## src/rtl/key_cmd_gen.sv

```systemverilog
// Push-button command source for the motor PWM driver: synchronises and debounces
// five buttons, arbitrates direction ownership and toggles the fast-speed bit.
module key_cmd_gen #(
   parameter int DEBOUNCE_CYCLES = 1000000,
   parameter int CNT_W           = 20
) (
   input  logic       clk,
   input  logic       rst,
   input  logic       btn_up,
   input  logic       btn_down,
   input  logic       btn_left,
   input  logic       btn_right,
   input  logic       btn_center,
   output logic [7:0] key_state,
   output logic       cmd_change
);

   localparam int NB = 5;
   localparam int CEN = 4;
   localparam logic [CNT_W-1:0] CNT_LAST = CNT_W'(DEBOUNCE_CYCLES - 1);

   typedef enum logic [2:0] {
      IDLE,
      UP,
      DOWN,
      LEFT,
      RIGHT
   } dir_e;

   logic [NB-1:0]            raw;
   logic [NB-1:0]            sync1_q;
   logic [NB-1:0]            sync2_q;
   logic [NB-1:0]            deb_q;
   logic [NB-1:0]            deb_d;
   logic [NB-1:0][CNT_W-1:0] cnt_q;
   logic [NB-1:0][CNT_W-1:0] cnt_d;
   dir_e                     state_q;
   dir_e                     state_d;
   logic                     fast_q;
   logic                     fast_d;
   logic                     cen_prev_q;
   logic [3:0]               dir_nib;
   logic [7:0]               key_q;
   logic [7:0]               key_d;
   logic                     chg_q;

   assign raw = {btn_center, btn_right, btn_left, btn_down, btn_up};

   // A sample equal to the debounced level cancels any pending count.
   always_comb begin
      deb_d = deb_q;
      cnt_d = cnt_q;
      for (int i = 0; i < NB; i++) begin
         if (sync2_q[i] == deb_q[i]) begin
            cnt_d[i] = '0;
         end else if (cnt_q[i] == CNT_LAST) begin
            deb_d[i] = sync2_q[i];
            cnt_d[i] = '0;
         end else begin
            cnt_d[i] = cnt_q[i] + CNT_W'(1);
         end
      end
   end

   // The owning direction keeps control until it releases; IDLE then re-arbitrates.
   always_comb begin
      state_d = state_q;
      case (state_q)
         IDLE: begin
            if (deb_q[0])      state_d = UP;
            else if (deb_q[1]) state_d = DOWN;
            else if (deb_q[2]) state_d = LEFT;
            else if (deb_q[3]) state_d = RIGHT;
         end
         UP:      if (!deb_q[0]) state_d = IDLE;
         DOWN:    if (!deb_q[1]) state_d = IDLE;
         LEFT:    if (!deb_q[2]) state_d = IDLE;
         RIGHT:   if (!deb_q[3]) state_d = IDLE;
         default: state_d = IDLE;
      endcase
   end

   always_comb begin
      dir_nib = 4'b0000;
      case (state_q)
         UP:      dir_nib = 4'b0001;
         DOWN:    dir_nib = 4'b0010;
         LEFT:    dir_nib = 4'b0100;
         RIGHT:   dir_nib = 4'b1000;
         default: dir_nib = 4'b0000;
      endcase
      fast_d = fast_q ^ (deb_q[CEN] & ~cen_prev_q);
      key_d  = {1'b0, fast_q, 2'b00, dir_nib};
   end

   always_ff @(posedge clk or negedge rst) begin
      if (!rst) begin
         sync1_q    <= '0;
         sync2_q    <= '0;
         deb_q      <= '0;
         cnt_q      <= '0;
         state_q    <= IDLE;
         fast_q     <= 1'b0;
         cen_prev_q <= 1'b0;
         key_q      <= 8'h00;
         chg_q      <= 1'b0;
      end else begin
         sync1_q    <= raw;
         sync2_q    <= sync1_q;
         deb_q      <= deb_d;
         cnt_q      <= cnt_d;
         state_q    <= state_d;
         fast_q     <= fast_d;
         cen_prev_q <= deb_q[CEN];
         key_q      <= key_d;
         chg_q      <= (key_d != key_q);
      end
   end

   assign key_state  = key_q;
   assign cmd_change = chg_q;

endmodule

```

## config.mk

```make
export PLATFORM = sky130hd
export DESIGN_NAME = key_cmd_gen
export DESIGN_NICKNAME = d
export VERILOG_FILES = /design/src/rtl/key_cmd_gen.sv
export SDC_FILE = /design/constraint.sdc
export NUM_CORES = 1
export LEC_CHECK = 0
export BUFFER_PORTS_ARGS = -buffer_cell sky130_fd_sc_hd__buf_4
export CAP_MARGIN = 20
export CORE_ASPECT_RATIO = 1.2
export CORE_MARGIN = 4
export CORE_UTILIZATION = 50
export DETAILED_ROUTE_END_ITERATION = 12
export PLACE_DENSITY = 0.67
export SLEW_MARGIN = 0
export SYNTH_ARGS = -nofsm -noshare
export SYNTH_HDL_FRONTEND = slang
export SYNTH_SLANG_ARGS = --single-unit
```

## constraint.sdc

```tcl
create_clock -name clk -period 2.1 [get_ports clk]
set_clock_uncertainty 0.2 [all_clocks]
set_input_delay 0.21 -clock clk [delete_from_list [all_inputs] [get_ports clk]]
set_output_delay 0.21 -clock clk [all_outputs]
set_load 0.03 [all_outputs]
```

## Yosys cells after proc, flatten, opt, wreduce, memory -nomap -nowiden

Index checks and enable logic that the tools add are counted.

| storage, ports and cells | value |
|---|---|
| register bits | 126 |
| input port bits | 7 |
| logic and storage cells | 77 |
| output and inout port bits | 9 |

| cells by class | value |
|---|---|
| reductions and logical operators | 7 |
| muxes and demuxes | 20 |
| bitwise gates (word level) | 8 |
| equal/unequal tests | 20 |
| $add $sub $neg | 5 |

Operator list:

| cell | number |
|---|---|
| 2-to-1 mux 20 bit | 10 |
| adder 20 x 1 -> 20 bit, second input constant | 5 |
| equality test 20 bit, second input constant | 5 |
| 2-to-1 mux 3 bit | 8 |
| case mux 4 bit (4 select lines) | 1 |
| case mux 3 bit (5 select lines) | 1 |
| AND reduction 2 bit | 5 |
| inequality test 2 bit, second input constant | 4 |
| equality test 3 x 2 -> 1 bit, second input constant | 2 |
| NOT 1 bit | 6 |
| equality test 1 bit | 5 |
| inequality test 5 bit | 1 |
| inequality test 5 bit, second input constant | 1 |
| AND reduction 5 bit | 1 |
| equality test 3 x 1 -> 1 bit, second input constant | 1 |
| equality test 3 bit, second input constant | 1 |
| zero test 3 bit | 1 |
| AND 1 bit | 1 |
| bitwise XOR 1 bit | 1 |

## Depth between registers and ports, before layout

| depth | value |
|---|---|
| depth in word-level cells | 5 |
| depth in mapped cells | 6 |

## Worst setup path before layout

OpenSTA, ideal clock, no wires.

| path | value |
|---|---|
| path kind | reg-to-reg |
| from | register cnt_q[32] (netlist bit) |
| to | register deb_q[1] |
| data required time | 1775 ps |
| slack | 39 ps |
| arrival time | 1737 ps |
| buffers on the path | 0 |
| library setup time | 125 ps |
| cell stages (with the launch flop) | 5 |
| cells stage by stage | dfrtp_1 -> or4b_1 -> or3_4 -> nor3_1 -> mux2_2 |

| between the ends | value |
|---|---|
| longest elaborated chain between the ends | 2 |

Ends and longest elaborated chain:

| element | RTL line | source |
|---|---|---|
| start, declared | 35 | `logic [NB-1:0][CNT_W-1:0] cnt_q;` |
| start signal, assigned | 111 | `cnt_q <= cnt_d;` |
| equality test 20 bit | 56 | `end else if (cnt_q[i] == CNT_LAST) begin` |
| AND reduction 2 bit (no line) | - |  |
| end signal, assigned | 100 | `deb_q <= '0;` |
| end signal, assigned | 110 | `deb_q <= deb_d;` |
| end, declared | 33 | `logic [NB-1:0] deb_q;` |

Every way passes these cells.
A chain may end at the register's enable or synchronous reset.

==> flow_summary.json <==
{
  "fmax_ghz": 0.485,
  "numCtsBuffers": 17,
  "worst_ep_required_time_ns": 2.20,
  "synthCells": 600,
  "nNetsFinal": 655,
  "hold_viol_final": 0,
  "yosysWarningCount": 0,
  "ys.flop_type": "dfrtp_1",
  "vias": 4525,
  "worstReg2RegEnd": "cnt_q[22]",
  "ff2ff_setup_slack_ns": 0.04,
  "fillers": 982,
  "p_leak_nw": 2.95,
  "worstPathArrival_ns": 2.16,
  "route.detailed.drc": 0,
  "drv_slew": 0,
  "period_share_pct": 98.1,
  "rows": 43,
  "grt_pass1_vias": 4425,
  "power.total_w": 0.00564,
  "endpoint_kind": "flip-flop",
  "area_growth_pct": 18.3,
  "core_um2": 11700,
  "antenna_cells": 0,
  "cts_root_buffer": "clkbuf_16",
  "routed_wl_um": 11400,
  "dr.first_iter.drc_count": 193,
  "track_usage_pct": 18.0,
  "crit_type": "flip-flop to flip-flop",
  "worstHoldPathType": "input port to asynchronous set/reset pin",
  "cts.sinks": 126,
  "die_h_um": 128,
  "regToRegStartpoint": "cnt_q[35]",
  "start_kind": "flip-flop",
  "portBuffers": 12,
  "die_x_um": 108,
  "drive_above_1_share_pct": 13.4,
  "synth-seq-cells": 126,
  "final_util_pct": 60.9,
  "pin_count": 16,
  "r2r_cells": 5,
  "cts_tree": "built",
  "fin_crit_ns": 2.06,
  "syn_area_um2": 6010,
  "cp-startpoint": "cnt_q[35]",
  "avgRoutedWirePerCell_um": 14.1,
  "grt_pass1_wl_um": 20100,
  "grt_overflow": 0,
  "multi_input_area_um2": 2730,
  "synth-edff-count": 0,
  "gp_congestion": 0.837,
  "seqCellArea_um2": 3150,
  "ys_seq_area_share_pct": 52.4,
  "peakVddDrop_mv": 0.547,
  "finalSetupViolCount": 0,
  "htree_levels": 4,
  "die-area_um2": 13900,
  "dp_hpwl_um": 7780,
  "critPathMaxFanout": 20,
  "ys_types": 46,
  "syn_area_per_cell_um2": 10.0,
  "first_pass_iters": 4,
  "power_density_nw_per_um2": 793,
  "insertion_delay_ns": 0.42,
  "synthArstFlopShare_pct": 100,
  "clk_pin_slew_ns": 0.05,
  "avgViaCountPerCell": 5.57,
  "cts_max_path_buffers": 2,
  "grt_max_degree": 50,
  "rsz0062_at_grt": "yes",
  "antenna_left": 0,
  "start_util_pct": 51.5,
  "drv_cap": 0,
  "antenna_found_initial": 0,
  "outcome": "complete, no violations"
}
power by group:
part | internal, W | switching [W] | total [W]
clock network | 0.00190 | 0.00107 | 0.00297
logic | 0.0000625 | 0.000117 | 0.000180
registers | 0.00246 | 0.0000317 | 0.00249
layout make-up:
type | instances | area share, %
clock buffer | 19 | 6.23
clock inverter | 13 | 2.32
inverter | 19 | 1.00
multi-input combinational | 437 | 38.3
sequential | 126 | 44.3
tap | 157 | 2.76
timing repair buffer | 42 | 5.05
metal layers:
layer / up-vias / track usage, % / routed length [um]
met5: - / 0 / 0
met2: 54 / 29.5 / 5730
li1: 2213 / - / -
met1: 2239 / 22.3 / 5100
met4: 0 / 6.98 / 191
met3: 19 / 5.64 / 429
worst max-delay path by stage:
stage,slack (ns),cells past startpoint,end
2_1_floorplan,0.04,4,deb_q[1]
3_3_place_gp,0.05,4,deb_q[1]
3_5_place_dp,0.007,4,deb_q[1]
4_1_cts,0.05,5,cnt_q[22]
5_1_grt,-0.02,5,cnt_q[38]
6_report,0.04,5,cnt_q[22]
what timing repair did:
action / 4_1_cts / 5_1_grt
pin swaps: 0 / 1
gates resized for setup: 1 / 6
endpoints found under the setup margin: 1 / 21
hold endpoints to repair: 123 / 0
hold buffers: 6 / 0
buffers inserted: 0 / 0
layout by cell type, fill, tap and decap left out, types with 5 or more instances in the layout:
cell           synthesis  layout
nand3_1               33      33
nor4_1                14      13
and3_1                11      11
dfrtp_1              126     126
o21ai_0               19      17
or4_1                 10      10
nor2_1                83      83
and2_1                 6       6
nand2_1               32      32
or3_1                 14      14
xor2_1                36      36
nand4b_1               5       5
nor3_1                17      16
clkbuf_16              0      17
dlygate4sd3_1          0       6
buf_4                  3      33
nand4_1               29      29
inv_1                 19      19
ha_1                   5       5
and4_1                 8       7
xnor2_1               33      33
a21oi_1               34      34
o31ai_1                9       8
synth_stat cells, types with 2 or more instances:
master	number	share of area (%)
and3_1	11	1.1
nand4b_1	5	0.73
nor4bb_1	2	0.33
dfrtp_1	126	52
inv_1	19	1.2
buf_2	6	0.50
buf_4	3	0.37
mux2_2	5	0.94
a21oi_1	34	2.8
o31ai_1	9	1.1
nor3_1	17	1.4
nand2b_1	3	0.31
nor3b_1	3	0.37
nor4_1	14	1.5
nor2_1	83	5.2
nor4b_1	4	0.58
buf_6	2	0.37
nand2_1	32	2.0
xor2_1	36	5.2
nand4_1	29	3.0
and4_1	8	1.2
or3_1	14	1.5
and2_1	6	0.62
or4_1	10	1.2
xnor2_1	33	4.8
clkbuf_1	8	0.50
ha_1	5	1.0
or4b_1	2	0.33
o21ai_0	19	1.6
nand3_1	33	2.7
a31o_2	4	0.58
metrics by stage:
| step | area (um2) | hold slack, ns | instances | setup TNS, ns | setup slack [ns] |
|---|---|---|---|---|---|
| floorplan | 6020 | -0.286 | 602 | 0 | 0.0388 |
| global placement | 6420 | -0.00145 | 775 | 0 | 0.0467 |
| detailed placement | 6420 | -0.00184 | 775 | 0 | 0.00673 |
| CTS | 7090 | 0.0941 | 813 | 0 | 0.0462 |
| global route | 7110 | 0.131 | 813 | -0.0975 | -0.0158 |
| finish | 7110 | 0.0760 | 813 | 0 | 0.0403 |
flip-flops by register name, indices dropped and copies added, names as in the netlist:
register	flops
cen_prev_q	1
cmd_change	1
cnt_q	100
deb_q	5
fast_q	1
key_state	5
state_q	3
sync1_q	5
sync2_q	5
critical path: stages (launching register included):
cell and delay (ns):
dfrtp_1 0.38, or4b_4 0.53, or3_4 0.38, o31ai_4 0.22, buf_12 0.19, nor2_1 0.06
cell families (layout without fill, tap and decap cells):
group | after synthesis | after routing | synth area share [%]
simple gates | 283 | 283 | 25.2
flops | 126 | 126 | 52.4
compound gates | 72 | 72 | 7.24
xor+xnor | 69 | 69 | 10.0
buf+inv | 39 | 93 | 3.02
fa+ha+maj | 5 | 5 | 1.04
mux | 5 | 5 | 0.936
other cells | 1 | 3 | 0.0623
Note: power is estimated with default switching activity, not from simulation.
